`src/rtl/get_certificate_request_pkg.sv`:
```
// Shared constants, payload types and header builder for the auth requester stages.
package get_certificate_request_pkg;

  localparam int unsigned SIZE_OF_HEADER_IN_BYTES = 4;
  localparam int unsigned SIZE_OF_HEADER_VARS     = SIZE_OF_HEADER_IN_BYTES * 8;
  localparam int unsigned LEN_W                   = 16;
  localparam int unsigned SLOT_W                  = 3;
  localparam int unsigned ERR_W                   = 3;

  localparam logic [7:0] AUTH_PROTO_VER      = 8'h01;
  localparam logic [7:0] MSG_GET_CERTIFICATE = 8'h81;
  localparam logic [7:0] MSG_CERTIFICATE     = 8'h01;
  localparam logic [7:0] MSG_ERROR           = 8'h7F;

  localparam logic [ERR_W-1:0] ERR_NONE       = 3'd0;
  localparam logic [ERR_W-1:0] ERR_RESPONDER  = 3'd1;
  localparam logic [ERR_W-1:0] ERR_TIMEOUT    = 3'd2;
  localparam logic [ERR_W-1:0] ERR_BAD_LEN    = 3'd3;
  localparam logic [ERR_W-1:0] ERR_UNEXP_TYPE = 3'd4;

  // Byte0 (version) sits in the least significant byte.
  typedef struct packed {
    logic [7:0] param2;
    logic [7:0] param1;
    logic [7:0] msg_type;
    logic [7:0] version;
  } auth_header_t;

  typedef struct packed {
    logic [LEN_W-1:0] req_len;
    logic [LEN_W-1:0] offset;
  } cert_payload_t;

  // GET_CERTIFICATE header for a given slot.
  function automatic auth_header_t build_get_cert_header(input logic [SLOT_W-1:0] slot);
    auth_header_t h;
    h.version  = AUTH_PROTO_VER;
    h.msg_type = MSG_GET_CERTIFICATE;
    h.param1   = 8'(slot);
    h.param2   = 8'h00;
    return h;
  endfunction

endpackage

```
`src/rtl/get_certificate_request_timer.sv`:
```
// Response timer shared by requester stages: counts enabled cycles, flags TIMEOUT-1.
module auth_resp_timer #(
  parameter int unsigned TIMEOUT = 1024
) (
  input  logic clk,
  input  logic reset,
  input  logic clear,
  input  logic en,
  output logic expire_c
);

  localparam int unsigned CNT_W = (TIMEOUT > 2) ? $clog2(TIMEOUT) : 1;

  logic [CNT_W-1:0] count_q, count_d;

  assign expire_c = (count_q == CNT_W'(TIMEOUT - 1));

  // Next count: clear wins, saturate at the expiry value.
  always_comb begin
    count_d = count_q;
    if (clear) begin
      count_d = '0;
    end else if (en && !expire_c) begin
      count_d = count_q + CNT_W'(1);
    end
  end

  // Counter register.
  always_ff @(posedge clk) begin
    if (reset) begin
      count_q <= '0;
    end else begin
      count_q <= count_d;
    end
  end

endmodule

```
`src/rtl/get_certificate_request.sv`:
```
// Requester sequencer fetching a certificate chain in GET_CERTIFICATE windows.
module get_certificate_request
  import get_certificate_request_pkg::*;
#(
  parameter int unsigned CHUNK_MAX = 16,
  parameter int unsigned TIMEOUT   = 1024
) (
  input  logic                           clk,
  input  logic                           reset,
  input  logic                           Enable,
  input  logic [SLOT_W-1:0]              slot_id,
  input  logic [LEN_W-1:0]               chain_len,
  output logic                           req_valid,
  input  logic                           req_ready,
  output logic [SIZE_OF_HEADER_VARS-1:0] header,
  output logic [31:0]                    payload,
  input  logic                           Ack_in,
  input  logic [7:0]                     resp_type,
  input  logic [LEN_W-1:0]               resp_len,
  output logic                           busy,
  output logic                           done,
  output logic                           error,
  output logic [ERR_W-1:0]               err_code
);

  typedef enum logic [2:0] {ST_IDLE, ST_SEND, ST_WAIT, ST_DONE, ST_ERR} state_t;

  state_t            state_q, state_d;
  logic [SLOT_W-1:0] slot_q, slot_d;
  logic [LEN_W-1:0]  len_q, len_d;
  logic [LEN_W-1:0]  offset_q, offset_d;
  logic [LEN_W-1:0]  new_off_c, remain_c, req_len_c;
  logic [ERR_W-1:0]  err_code_q, err_code_d;
  logic              req_valid_q, req_valid_d;
  logic              busy_q, busy_d;
  logic              done_q, done_d;
  logic              error_q, error_d;
  auth_header_t      header_q, header_d;
  cert_payload_t     payload_q, payload_d;
  logic              timer_clear, timer_en, timer_expire_c;

  auth_resp_timer #(.TIMEOUT(TIMEOUT)) u_timer (
    .clk     (clk),
    .reset   (reset),
    .clear   (timer_clear),
    .en      (timer_en),
    .expire_c(timer_expire_c)
  );

  // Next state, context and registered-output values decoded from the next state.
  always_comb begin
    state_d     = state_q;
    slot_d      = slot_q;
    len_d       = len_q;
    offset_d    = offset_q;
    err_code_d  = err_code_q;
    timer_clear = 1'b0;
    timer_en    = 1'b0;
    new_off_c   = offset_q + resp_len;

    case (state_q)
      ST_IDLE: begin
        if (Enable) begin
          slot_d     = slot_id;
          len_d      = chain_len;
          offset_d   = '0;
          err_code_d = ERR_NONE;
          state_d    = (chain_len == '0) ? ST_DONE : ST_SEND;
        end
      end
      ST_SEND: begin
        if (req_valid_q && req_ready) begin
          state_d     = ST_WAIT;
          timer_clear = 1'b1;
        end
      end
      ST_WAIT: begin
        if (Ack_in) begin
          if (resp_type == MSG_ERROR) begin
            state_d    = ST_ERR;
            err_code_d = ERR_RESPONDER;
          end else if (resp_type != MSG_CERTIFICATE) begin
            state_d    = ST_ERR;
            err_code_d = ERR_UNEXP_TYPE;
          end else if ((resp_len == '0) || (resp_len > payload_q.req_len)) begin
            state_d    = ST_ERR;
            err_code_d = ERR_BAD_LEN;
          end else begin
            offset_d = new_off_c;
            state_d  = (new_off_c == len_q) ? ST_DONE : ST_SEND;
          end
        end else if (timer_expire_c) begin
          state_d    = ST_ERR;
          err_code_d = ERR_TIMEOUT;
        end else begin
          timer_en = 1'b1;
        end
      end
      ST_DONE: state_d = ST_IDLE;
      ST_ERR:  state_d = ST_IDLE;
      default: state_d = ST_IDLE;
    endcase

    remain_c  = len_d - offset_d;
    req_len_c = (remain_c > LEN_W'(CHUNK_MAX)) ? LEN_W'(CHUNK_MAX) : remain_c;

    req_valid_d = (state_d == ST_SEND);
    busy_d      = (state_d != ST_IDLE);
    done_d      = (state_d == ST_DONE);
    error_d     = (state_d == ST_ERR);
    header_d    = header_q;
    payload_d   = payload_q;
    if (state_d == ST_SEND) begin
      header_d          = build_get_cert_header(slot_d);
      payload_d.offset  = offset_d;
      payload_d.req_len = req_len_c;
    end
  end

  // State, context and output registers.
  always_ff @(posedge clk) begin
    if (reset) begin
      state_q     <= ST_IDLE;
      slot_q      <= '0;
      len_q       <= '0;
      offset_q    <= '0;
      err_code_q  <= ERR_NONE;
      req_valid_q <= 1'b0;
      busy_q      <= 1'b0;
      done_q      <= 1'b0;
      error_q     <= 1'b0;
      header_q    <= '0;
      payload_q   <= '0;
    end else begin
      state_q     <= state_d;
      slot_q      <= slot_d;
      len_q       <= len_d;
      offset_q    <= offset_d;
      err_code_q  <= err_code_d;
      req_valid_q <= req_valid_d;
      busy_q      <= busy_d;
      done_q      <= done_d;
      error_q     <= error_d;
      header_q    <= header_d;
      payload_q   <= payload_d;
    end
  end

  assign req_valid = req_valid_q;
  assign header    = header_q;
  assign payload   = payload_q;
  assign busy      = busy_q;
  assign done      = done_q;
  assign error     = error_q;
  assign err_code  = err_code_q;

endmodule

```
`config.mk`:
```
export PLATFORM = sky130hd
export DESIGN_NAME = get_certificate_request
export DESIGN_NICKNAME = d
export VERILOG_FILES = /design/src/rtl/get_certificate_request_pkg.sv /design/src/rtl/get_certificate_request_timer.sv /design/src/rtl/get_certificate_request.sv
export SDC_FILE = /design/constraint.sdc
export NUM_CORES = 1
export LEC_CHECK = 0
export CORE_AREA = 2 2 117 119
export CTS_CLUSTER_DIAMETER = 60
export CTS_CLUSTER_SIZE = 28
export DETAILED_ROUTE_END_ITERATION = 8
export DIE_AREA = 0 0 119 121
export GPL_TIMING_DRIVEN = 0
export PLACE_DENSITY = 0.76
export REMOVE_ABC_BUFFERS = 1
export SYNTH_ARGS = -nofsm -noshare
export SYNTH_HDL_FRONTEND = slang
export SYNTH_SLANG_ARGS = --single-unit
```
`constraint.sdc`:
```
create_clock -name clk -period 7.1 [get_ports clk]
set_input_delay 0.71 -clock clk [delete_from_list [all_inputs] [get_ports clk]]
set_output_delay 0.71 -clock clk [all_outputs]
set_load 0.01 [all_outputs]
```
* Yosys cells after proc, flatten, opt, wreduce, memory -nomap -nowiden
Index checks and enable logic that the tools add are counted.
W data, S select, Z words.
** Storage, ports and cells
- Flip-flop bits (word level) :: 92
- Bits of input ports :: 48
- Output and inout port bits :: 71
- Logic and storage cells :: 76
** Cells by class
- Add/subtract/negate cells :: 3
- Order comparisons :: 2
- Eq/ne operators :: 12
- Mux-type cells :: 33
- Reductions and logical operators :: 11
** Operator list (count)
- $mux W16 :: 8
- $mux W3 :: 15
- $logic_not A16 Y1 :: 2
- $pmux W16 S2 :: 1
- $add A16 B16 Y16 :: 1
- $eq A16 B16 Y1 :: 1
- $gt A16 B16 Y1 :: 1
- $gt A16 B5 Y1 const B :: 1
- $sub A16 B16 Y16 :: 1
- $add A10 B1 Y10 const B :: 1
- $eq A10 B10 Y1 const B :: 1
- $pmux W3 S3 :: 1
- $eq A8 B7 Y1 const B :: 1
- $ne A8 B1 Y1 const B :: 1
- $eq A3 B1 Y1 const B :: 2
- $eq A3 B2 Y1 const B :: 2
- $pmux W3 S2 :: 1
- $mux W1 :: 5
- $ne A5 B5 Y1 const B :: 1
- $mux W2 :: 2
- $reduce_and A4 Y1 :: 1
- $eq A3 B3 Y1 const B :: 1
- $logic_not A3 Y1 :: 1
- $ne A3 B2 Y1 const B :: 1
- other kinds (7) :: 8

* Logic depth before layout (Yosys ltp)
Gate-level depths: netlist of run 1.
- Word-level depth :: 10
- Mapped depth :: 22
- Gate-level depth less buffers :: 21

* By module
A second synthesis of run 1 with hierarchy kept.
** Unflattened totals
- Cell total of the unflattened synthesis :: 808
- Area, all modules :: 6352.3 um^2
** Modules (own cells, without submodules)
- get_certificate_request :: instances 1, cells an instance 749, area each 5809.3 um^2, seq. area each 1621.6 um^2
- auth_resp_timer :: instances 1, cells an instance 59, area each 543.0 um^2, seq. area each 200.2 um^2

* Least setup slack after synthesis of run 1
OpenSTA, ideal clock, no wires.
- Path kind :: input port to flip-flop
- Start :: input resp_len[15]
- End :: register payload_q, in the netlist payload[17]
- Library setup time :: 0.072 ns
- Arrival time :: 5.334 ns
- Required time :: 7.028 ns
- Path slack :: 1.694 ns
- Stages on the path :: 20
- Path buffers :: 2
- Path through :: ha_1 > nand4_1 > nor4_1 > nand2_1 > o31a_1 > nor3_1 > clkbuf_1 > buf_1 > nor2_1 > a21oi_1 > ha_1 > a21o_1 > a221oi_1 > o22ai_1 > or3b_1 > a211oi_1 > a21oi_1 > a211o_1 > or4b_1 > mux2i_1
** On the way
- Longest elaborated chain between the ends :: 10
- Elaborated cells on any way between the ends :: 20
- Classes of those cells :: add/sub (2); order compare (2); eq/ne (2); mux (12); reduce/logical (2)
** Ends and longest elaborated chain
- start, declared :: line get_certificate_request.sv:19 : input logic [LEN_W-1:0] resp_len,
- $gt A16 B16 Y1 / $logic_not A16 Y1 (equally long branches) :: line get_certificate_request.sv:85 : end else if ((resp_len == '0) || (resp_len > payload_q.req_len)) begin
- $logic_or A1 B1 Y1 :: line get_certificate_request.sv:85
- $mux W16 :: line get_certificate_request.sv:85
- $mux W16 :: line get_certificate_request.sv:82 : end else if (resp_type != MSG_CERTIFICATE) begin
- $mux W16 :: line get_certificate_request.sv:79 : if (resp_type == MSG_ERROR) begin
- $mux W16 :: line get_certificate_request.sv:78 : if (Ack_in) begin
- $pmux W16 S2 :: line get_certificate_request.sv:61 : case (state_q)
- $sub A16 B16 Y16 :: line get_certificate_request.sv:104 : remain_c = len_d - offset_d;
- $gt A16 B5 Y1 :: line get_certificate_request.sv:105 : req_len_c = (remain_c > LEN_W'(CHUNK_MAX)) ? LEN_W'(CHUNK_MAX) : remain_c;
- $mux W16 :: line get_certificate_request.sv:105
- end signal, assigned :: line get_certificate_request.sv:145 : payload_q <= payload_d;
- end, declared :: line get_certificate_request.sv:39 : cert_payload_t payload_q, payload_d;
Parallel ways exist; a longest one is shown, timed or not.
A chain may end at the register's enable or synchronous reset.

* Worst setup path after layout of run 1
- Start :: input resp_len[15]
- End :: register payload_q, in the netlist payload[17]
** On the way
- Longest elaborated chain between the ends :: 10
- Elaborated cells on any way between the ends :: 20
- Classes of those cells :: add/sub (2); order compare (2); eq/ne (2); mux (12); reduce/logical (2)
** Ends and longest elaborated chain
- $gt A16 B16 Y1 / $logic_not A16 Y1 (equally long branches) :: line get_certificate_request.sv:85
- $logic_or A1 B1 Y1 (*) :: line get_certificate_request.sv:85
- $mux W16 (*) :: line get_certificate_request.sv:85
- $mux W16 (*) :: line get_certificate_request.sv:82
- $mux W16 (*) :: line get_certificate_request.sv:79
- $mux W16 (*) :: line get_certificate_request.sv:78
- $pmux W16 S2 (*) :: line get_certificate_request.sv:61
- named net offset_d[0] :: line get_certificate_request.sv:31 : logic [LEN_W-1:0] offset_q, offset_d;
- $sub A16 B16 Y16 (*) :: line get_certificate_request.sv:104
- $gt A16 B5 Y1 :: line get_certificate_request.sv:105
- $mux W16 (*) :: line get_certificate_request.sv:105
Mark *: on every way through the listed nets, which the timed path passes. The rest lies on a longest branch.

==> results.py, run 1 <==
metrics = {
    "clocking": {
        "cts_tree": "built",
        "cts_sinks": 91,
        "cts_hold_buf": 0,
        "cts_post_setup_buffers_inserted": 0,
        "cts-htree-levels": 3,
        "insertion_delay_ps": 350,
        "cts_resized": 0,
        "clk_pin_slew_ps": 70,
        "clk_path_buf_depth": 2,
        "cts_root_buf": "clkbuf_16",
        "numCtsBuffers": 9,
    },
    "timing": {
        "tightest_slew_ps": 1279,
        "slew_headroom_pct": 14.52,
        "fin_tns_setup_ps": 0,
        "maxSlewViolCount": 0,
        "setup_violations": 0,
        "fmax_mhz": 151.7,
        "fin_crit_sh_pct": 92.87,
        "rsz0062_at_grt": "false",
        "min_period_ps": 6593,
        "finalHoldViolations": 0,
        "fin_skew_ps": 9.796,
    },
    "route": {
        "drt_iter0_markers": 372,
        "remaining_drc_errors": 0,
        "routed_wl_mm": 16.05,
        "vias": 5735,
        "ant_nets": 0,
        "wire_per_inst_um": 15.40,
        "viasPerCell": 5.504,
        "first_pass_iters": 5,
    },
    "layout": {
        "fillers": 1189,
        "syn_to_final_growth_pct": 19.61,
        "nNetsFinal": 958,
        "diodes": 0,
        "stdcell_area_um2": 7694,
        "drive_gt1_share_pct": 7.852,
        "layout.area.seq_um2": 1822,
        "multi_input_area_um2": 4240,
    },
    "global_routing": {
        "top_usage_layer": "met2",
        "overflow": 0,
        "antenna_found_initial": 0,
        "track_usage_pct": 22.41,
        "met1_usage_pct": 30.88,
        "met2_usage_pct": 36.24,
        "grt_max_degree": 83,
        "gr-usage-met3_pct": 3.618,
        "first_global_vias": 5237,
        "grt_first_pass_wirelength_mm": 25.99,
    },
    "critical_path": {
        "slowest_delay_ps": 550,
        "start_kind": "primary input",
        "worstPathMaxFanout": 14,
        "path_delay_family": "compound AO/OA/AOI/OAI gates",
        "cpMostUsedCell": "ha_1",
        "worstReg2RegStart": "payload[31]",
        "critPathLaunch": "resp_len[15]",
        "worstSetupEndpointType": "register",
        "worst_ep_arrival_time_ps": 6870,
        "path_buf_inv": 3,
        "required_ps": 7370,
        "r2r_end": "payload[17]",
        "worstSetupPathType": "in -> reg",
        "worst_path_max_delay_cell": "or4b_1",
        "reg2reg_depth": 21,
        "regToRegSetupSlack_ps": 1070,
        "path_cells": "clkdlybuf4s50_1, ha_1, nand4_1, nor4_1, a21boi_0, o31a_1, nor3_2, buf_6, o21ai_0, ha_1, inv_1, fa_1, a21o_1, a221oi_1, o22ai_1, or3b_1, a211oi_1, a21oi_1, a211o_1, or4b_1, mux2i_1",
    },
    "power_and_ir_drop": {
        "cellLeakagePower_nw": 3.046,
        "peakVddDrop_mv": 0.1350,
        "sw_frac_of_total_pct": 29.07,
        "pwr-share-comb_pct": 23.2,
        "internal_power_mw": 0.9724,
        "powerDensity_nw_per_um2": 178.2,
        "switching_power_mw": 0.3985,
        "p_clk_share_pct": 37.9,
        "seqPwrFrac_pct": 38.8,
    },
    "placed_design": {
        "gp_congestion": 0.9321,
        "place_hpwl_mm": 12.35,
        "io_buffers": 92,
        "post_dp_cell_area_um2": 7370,
    },
    "hold_path": {
        "hold_path_class": "reg -> reg",
        "hold_depth": 2,
        "min_to": "payload[22]",
        "holdCritStartpoint": "payload[22]",
    },
    "logic_synthesis": {
        "yosys_warnings": 0,
        "synth.yosys.seq_area_share_pct": 28.32,
        "synth_largest_area_cell": "dfxtp_1",
        "synth.top_cell.area_share_pct": 28.32,
        "ys_top_cells_by_count": "dfxtp_1 (91), nand2_1 (91), a21oi_1 (72)",
        "synth_edf_count": 0,
        "synth_flop_cell": "dfxtp_1",
        "async_flop_share_pct": 0,
        "synth_cell_type_count": 74,
        "synthTopCellsByArea": "dfxtp_1 (28%), ha_1 (9.1%), a21oi_1 (5.6%), nand2_1 (5.3%), nor2_1 (4.0%)",
        "avgSynthCellArea_um2": 8.153,
        "netlist_area_um2": 6432,
        "synth_seq_cells": 91,
        "synth_cells": 789,
    },
    "floorplanning": {
        "io-pin-count": 119,
        "die-area_um2": 14400,
        "dieWidth_um": 119,
        "row_count": 42,
        "start_util_pct": 49.16,
        "core_area_um2": 13090,
        "die_h_um": 121,
    },
    "run_status": {
        "status": "finished clean",
    },
    "flow_run": {
        "drv_cap": 0,
    },
}
worst reg2reg max path, stage by stage (launching register included):
cell and delay (ps):
dfxtp_1 320, inv_1 70, ha_1 320, nand4_1 190
nor4_1 490, a21boi_0 360, o31a_1 290, nor3_2 120
buf_6 170, o21ai_0 250, ha_1 240, inv_1 60
fa_1 400, a21o_1 200, a221oi_1 460, o22ai_1 260
or3b_1 400, a211oi_1 240, a21oi_1 70, a211o_1 360
or4b_1 550, mux2i_1 140
layout make-up:
cell class / count / area share, %
inverters: 29 / 1.415
multi-input cells: 632 / 55.11
clock buffers: 9 / 2.927
clock inverters: 7 / 1.285
well taps: 176 / 2.862
flip-flops and latches: 91 / 23.68
repair buffers: 98 / 12.72
worst max path at each step:
| stage | to | cells after the start |
|---|---|---|
| 2_1_floorplan | payload[17] | 17 |
| 3_3_place_gp | payload[18] | 15 |
| 3_5_place_dp | payload[18] | 21 |
| 4_1_cts | payload[17] | 21 |
| 5_1_grt | payload[16] | 21 |
| 6_report | payload[17] | 21 |
layer usage:
| metal | up-vias | wire length, um |
|---|---|---|
| li1 | 2910 | - |
| met1 | 2675 | 7613 |
| met2 | 134 | 7353 |
| met3 | 16 | 812 |
| met4 | 0 | 266 |
| met5 | - | 0 |
placed cells by master, fill, tap and decap left out, types with 12 or more instances in the layout:
master / instances
clkdlybuf4s50_1: 91
xnor2_1: 21
a21oi_1: 72
conb_1: 26
o21ai_0: 25
nor2_1: 69
xor2_1: 18
dfxtp_1: 91
inv_1: 29
nor3_1: 13
mux2_4: 13
nand3_1: 14
nand2_1: 91
ha_1: 47
nor2b_1: 31
a21o_1: 12
nor4_1: 12
per-stage QoR:
stage / cells / worst slack [ps] / total power [mW] / util [%] / hold WS (ps)
after global placement: 1020 / -1582 / 0.8522 / 55.79 / 453.2
after floorplan: 752 / 656.8 / 0.7511 / - / 431.8
after CTS: 1042 / 527.2 / 1.375 / 58.80 / 470.0
after detailed placement: 1026 / 196.5 / 0.8579 / 56.32 / 455.8
after global routing: 1042 / 233.0 / 1.437 / 58.80 / 482.0
final: 1042 / 506.5 / 1.371 / 58.80 / 470.0
state kept, by name (all words and copies together) (netlist names), 3 cells and up:
signal and cells:
err_code 3, header 4, len_q 16, offset_q 16, payload 32, slot_q 3, state_q 3, u_timer.count_q 10
power groups by stage:
stage / sequential [mW] / clock [mW] / combinational (mW)
5_1_grt: 0.534 / 0.550 / 0.354
2_1_floorplan: 0.544 / 0 / 0.207
3_3_place_gp: 0.543 / 0 / 0.309
3_5_place_dp: 0.543 / 0 / 0.314
6_report: 0.532 / 0.520 / 0.319
4_1_cts: 0.532 / 0.525 / 0.317
cells by family (layout without fill, tap and decap cells):
logic type / count (synthesis) / in the layout / share of synthesized area, %
DFF: 91 / 91 / 28.32
adders and majority gates: 49 / 49 / 9.765
AOI/OAI and AO/OA: 187 / 187 / 19.12
and+or+nand+nor: 301 / 301 / 24.00
other: 1 / 26 / 0.05830
buffers and inverters: 91 / 143 / 7.391
muxes: 29 / 29 / 5.680
xor gates and xnor gates: 40 / 40 / 5.660
Note: power is estimated with default switching activity, not from simulation.
==> inputs of run 2 (changes only) <==
CORE_AREA = 2 2 130 132   (was 2 2 117 119)
DIE_AREA = 0 0 132 134   (was 0 0 119 121)
PLACE_DENSITY = not set   (was 0.76)
==> run 2 against run 1 <==
Routed wire length is 2.9% higher. Clock-buffer cell count is 4 higher. Clock skew is 1.3 ps higher. Sequential share of layout area is 0.10 points lower. Clock power is 5.4% lower. Cell area is 0.42% higher. Via count is 2.8% lower. Combinational power hardly changed. Final cell count is 4.1% higher. Critical endpoint is now payload[18].
==> results.py, run 2 (same netlist as run 1, synthesis figures left out) <==
metrics = {
    "floorplanning": {
        "core_area_um2": 16290,
        "die_h_um": 134,
        "row_count": 47,
        "io-pin-count": 119,
        "dieWidth_um": 132,
        "die-area_um2": 17690,
        "start_util_pct": 39.49,
    },
    "critical_path": {
        "cpMostUsedCell": "ha_1",
        "regToRegSetupSlack_ps": 1010,
        "path_cells": "clkdlybuf4s50_1, ha_1, nand4_1, nor4_2, a21boi_0, o31a_1, nor3_2, buf_4, buf_6, o21ai_0, ha_1, inv_1, fa_1, a21o_1, a221oi_1, o22ai_1, or3b_1, a211oi_1, a21oi_1, a211o_1, or4_1, mux2i_1",
        "worstSetupPathType": "in -> reg",
        "required_ps": 7370,
        "r2r_end": "payload[18]",
        "worstSetupEndpointType": "register",
        "reg2reg_depth": 22,
        "start_kind": "primary input",
        "crit_end": "payload[18]",
        "worstReg2RegStart": "payload[29]",
        "path_depth": 22,
        "worstPathMaxFanout": 18,
        "path_delay_family": "compound AO/OA/AOI/OAI gates",
        "worst_ep_arrival_time_ps": 6920,
        "worst_path_max_delay_cell": "or4_1",
        "path_buf_inv": 4,
        "critPathLaunch": "resp_len[15]",
        "slowest_delay_ps": 530,
    },
    "placed_design": {
        "place_hpwl_mm": 12.80,
        "io_buffers": 92,
        "gp_congestion": 0.8635,
        "dp_worst_setup_slack_ps": 13.50,
        "dp.cells": 1068,
    },
    "power_and_ir_drop": {
        "cellLeakagePower_nw": 3.030,
        "peakVddDrop_mv": 0.07803,
        "powerDensity_nw_per_um2": 173.7,
        "p_total_mw": 1.342,
    },
    "layout": {
        "largest_reg_flops": 32,
        "drive_gt1_share_pct": 7.630,
        "layout.area.seq_um2": 1822,
        "mostFrequentLayoutCells": "nand2_1 (91), dfxtp_1 (91), clkdlybuf4s50_1 (91), a21oi_1 (72), nor2_1 (69)",
        "multi_input_area_um2": 4247,
        "diodes": 0,
        "fillers": 1638,
        "nNetsFinal": 957,
        "final_cell_count_no_fill": 1085,
        "syn_to_final_growth_pct": 20.11,
    },
    "clocking": {
        "cts_tree": "built",
        "cts_sinks": 91,
        "cts_root_buf": "clkbuf_16",
        "cts_post_setup_buffers_inserted": 0,
        "clk_pin_slew_ps": 60,
        "insertion_delay_ps": 350,
        "cts_hold_buf": 0,
        "numCtsBuffers": 9,
        "clk_path_buf_depth": 2,
        "cts-htree-levels": 3,
    },
    "timing": {
        "maxSlewViolCount": 0,
        "fin_skew_ps": 11.13,
        "tightest_slew_ps": 1255,
        "finalHoldViolations": 0,
        "setup_ws_ps": 452.6,
        "setup_violations": 0,
        "fin_crit_sh_pct": 93.62,
        "fmax_mhz": 150.4,
        "fin_tns_setup_ps": 0,
        "slew_headroom_pct": 16.14,
        "rsz0062_at_grt": "false",
        "min_period_ps": 6647,
    },
    "global_routing": {
        "overflow": 0,
        "first_global_vias": 5240,
        "gr-usage-met3_pct": 3.061,
        "grt_first_pass_wirelength_mm": 26.63,
        "grt_max_degree": 83,
        "track_usage_pct": 18.85,
        "top_usage_layer": "met2",
        "met2_usage_pct": 30.41,
        "antenna_found_initial": 0,
        "met1_usage_pct": 25.54,
    },
    "route": {
        "first_pass_iters": 4,
        "wire_per_inst_um": 15.22,
        "remaining_drc_errors": 0,
        "vias": 5574,
        "ant_nets": 0,
        "viasPerCell": 5.137,
        "drt_iter0_markers": 337,
        "routed_wl_mm": 16.52,
    },
    "hold_path": {
        "hold_path_class": "reg -> reg",
        "holdCritStartpoint": "slot_q[0]",
    },
    "flow_run": {
        "drv_cap": 0,
    },
    "run_status": {
        "status": "finished clean",
    },
}
[run 2: cell types whose count changed in the layout (fill, tap and decap cells not counted), sizes merged]
cell,previous run,this run
buf,7,6
bufinv,2,1
clkbuf,9,13
inv,31,29
clkinv,2,1
[run 2: cell type report]
class | instances | area share [%]
Multi-Input combinational cell | 632 | 54.96
Sequential cell | 91 | 23.58
Timing Repair Buffer | 97 | 12.52
Tap cell | 220 | 3.563
Clock buffer | 13 | 3.368
Inverter | 29 | 1.409
Clock inverter | 3 | 0.5992
[run 2: worst min-delay path, cell delays in order, from the launching register on]
cell and delay (ps):
dfxtp_1 300, nand2_1 50, a21oi_1 70
[run 2: power by group]
group          switching (mW)  leakage (nW)  internal (mW)
Clock                   0.199         0.146          0.293
Sequential            0.00958         0.738          0.523
Combinational           0.180          2.15          0.138
[run 2: layer usage]
metal	wire, um	vias to the layer above
li1	-	2915
met1	8032	2497
met2	7318	144
met3	832	18
met4	332	0
met5	0	-
[run 2: what timing repair did]
item	CTS	global route
resized for setup	0	1
hold endpoints to repair	0	0
endpoints found under the setup margin	0	2
[run 2: stage by stage]
stage,instance area [um2],utilization (%),hold slack (ps)
2_1_floorplan,6160,-,431.8
3_3_place_gp,7356,45.16,454.6
3_5_place_dp,7398,45.42,455.6
4_1_cts,7705,47.30,464.3
5_1_grt,7726,47.43,490.9
6_report,7726,47.43,465.3
[run 2: worst min path at each step]
stage	to	slack (ps)	depth (start not counted)
4_1_cts	slot_q[0]	460	2
2_1_floorplan	slot_q[0]	430	2
5_1_grt	payload[24]	490	2
6_report	slot_q[0]	470	2
3_3_place_gp	slot_q[2]	450	2
3_5_place_dp	slot_q[0]	460	2
==> inputs of run 3 (changes only) <==
CORE_AREA = 2 2 119 144   (was 2 2 130 132)
DIE_AREA = 0 0 121 146   (was 0 0 132 134)
==> run 3 against run 2 <==
Global-route usage rose by 0.29 points. Maximum frequency rose by 5.4%. Critical path type unchanged. Critical path depth down 1.
==> results.py, run 3 (same netlist as run 1, synthesis figures left out) <==
metrics = {
    "run_status": {
        "status": "finished clean",
    },
    "critical_path": {
        "worstSetupPathType": "in -> reg",
        "required_ps": 7390,
        "slowest_delay_ps": 540,
        "worst_ep_arrival_time_ps": 6590,
        "worst_path_max_delay_cell": "or4b_1",
        "worstPathMaxFanout": 14,
        "start_kind": "primary input",
        "worstSetupEndpointType": "register",
        "cpMostUsedCell": "ha_1",
        "path_cells": "clkdlybuf4s50_1, ha_1, nand4_1, nor4_1, a21boi_0, o31a_1, nor3_2, buf_6, o21ai_0, ha_1, inv_1, fa_1, a21o_1, a221oi_1, o22ai_1, or3b_1, a211oi_1, a21oi_1, a211o_1, or4b_1, mux2i_1",
    },
    "route": {
        "routed_wl_mm": 16.69,
        "first_pass_iters": 4,
        "remaining_drc_errors": 0,
        "wire_per_inst_um": 15.48,
        "ant_nets": 0,
        "viasPerCell": 5.254,
        "vias": 5664,
        "drt_iter0_markers": 312,
    },
    "clocking": {
        "cts_hold_buf": 0,
        "numCtsBuffers": 9,
        "cts-htree-levels": 3,
        "cts_post_setup_buffers_inserted": 0,
        "clk_path_buf_depth": 2,
        "cts_sinks": 91,
        "cts_resized": 0,
        "cts_tree": "built",
        "cts_root_buf": "clkbuf_16",
        "insertion_delay_ps": 360,
        "clk_pin_slew_ps": 70,
    },
    "timing": {
        "fin_skew_ps": 9.873,
        "rsz0062_at_grt": "false",
        "fin_crit_sh_pct": 88.86,
        "setup_violations": 0,
        "maxSlewViolCount": 0,
        "slew_headroom_pct": 14.29,
        "fmax_mhz": 158.5,
        "tightest_slew_ps": 1283,
        "fin_tns_setup_ps": 0,
        "min_period_ps": 6309,
        "finalHoldViolations": 0,
    },
    "global_routing": {
        "grt_first_pass_wirelength_mm": 26.80,
        "overflow": 0,
        "track_usage_pct": 19.14,
        "antenna_found_initial": 0,
        "met1_usage_pct": 24.30,
        "met2_usage_pct": 32.30,
        "first_global_vias": 5251,
        "top_usage_layer": "met2",
        "grt_max_degree": 83,
        "gr-usage-met3_pct": 4.663,
    },
    "power_and_ir_drop": {
        "p_total_mw": 1.356,
        "peakVddDrop_mv": 0.1139,
        "powerDensity_nw_per_um2": 175.5,
        "cellLeakagePower_nw": 3.038,
    },
    "flow_run": {
        "drv_cap": 0,
    },
    "floorplanning": {
        "row_count": 51,
        "die_h_um": 146,
        "dieWidth_um": 121,
        "die-area_um2": 17670,
        "io-pin-count": 119,
        "start_util_pct": 39.84,
        "core_area_um2": 16140,
    },
    "layout": {
        "layout.area.seq_um2": 1822,
        "drive_gt1_share_pct": 7.852,
        "stdcell_area_um2": 7726,
        "syn_to_final_growth_pct": 20.11,
        "multi_input_area_um2": 4240,
        "largest_reg_flops": 32,
        "fillers": 1640,
        "diodes": 0,
        "final_cell_count_no_fill": 1078,
        "nNetsFinal": 958,
        "mostFrequentLayoutCells": "nand2_1 (91), dfxtp_1 (91), clkdlybuf4s50_1 (91), a21oi_1 (72), nor2_1 (69)",
    },
    "hold_path": {
        "hold_path_class": "reg -> reg",
    },
    "placed_design": {
        "dp.cells": 1061,
        "post_dp_cell_area_um2": 7400,
        "io_buffers": 92,
        "place_hpwl_mm": 12.97,
        "gp_congestion": 0.8746,
    },
}
run 3: layout make-up:
class                   instances  share of cell area [%]
well taps                     212                   3.433
clock inverters                 6                  0.9393
clock buffers                  10                   3.093
flip-flops and latches         91                   23.58
repair buffers                 98                   12.66
inverters                      29                   1.409
multi-input cells             632                   54.88
run 3: path summary, 6_finish.rpt:
kind | start | cells past startpoint | slack [ps] | to
min reg2reg | slot_q[1] | 2 | 460 | slot_q[1]
max | resp_len[15] | 21 | 790 | payload[17]
min | slot_q[1] | 2 | 460 | slot_q[1]
max reg2reg | payload[31] | 21 | 1320 | payload[17]
run 3: report_power, final:
part           switching, mW  internal, mW  total [mW]  leakage (nW)
sequential           0.00951         0.523       0.532         0.738
combinational          0.182         0.139       0.321          2.15
clock                  0.217         0.285       0.502         0.149
total                  0.409         0.947        1.36          3.04
run 3: metal layers:
metal  wire length, um  vias up
met5                 0        -
met4               205        0
met3               866       12
met2              8051      132
met1              7566     2619
li1                  -     2901
run 3: critical path: cells and delay by family:
kind / cells / cell delay (ps)
fa+ha+maj: 3 / 1000
simple gates: 5 / 1630
mux: 1 / 140
compound gates: 9 / 2370
buf+inv: 3 / 730
run 3: through the flow:
| stage | worst slack, ps | utilization (%) | hold WS [ps] |
|---|---|---|---|
| 2_1_floorplan | 656.8 | - | 431.8 |
| 3_3_place_gp | -1553 | 45.50 | 455.1 |
| 3_5_place_dp | 436.2 | 45.83 | 458.2 |
| 4_1_cts | 796.6 | 47.76 | 468.1 |
| 5_1_grt | 349.2 | 47.86 | 484.2 |
| 6_report | 790.8 | 47.86 | 462.2 |
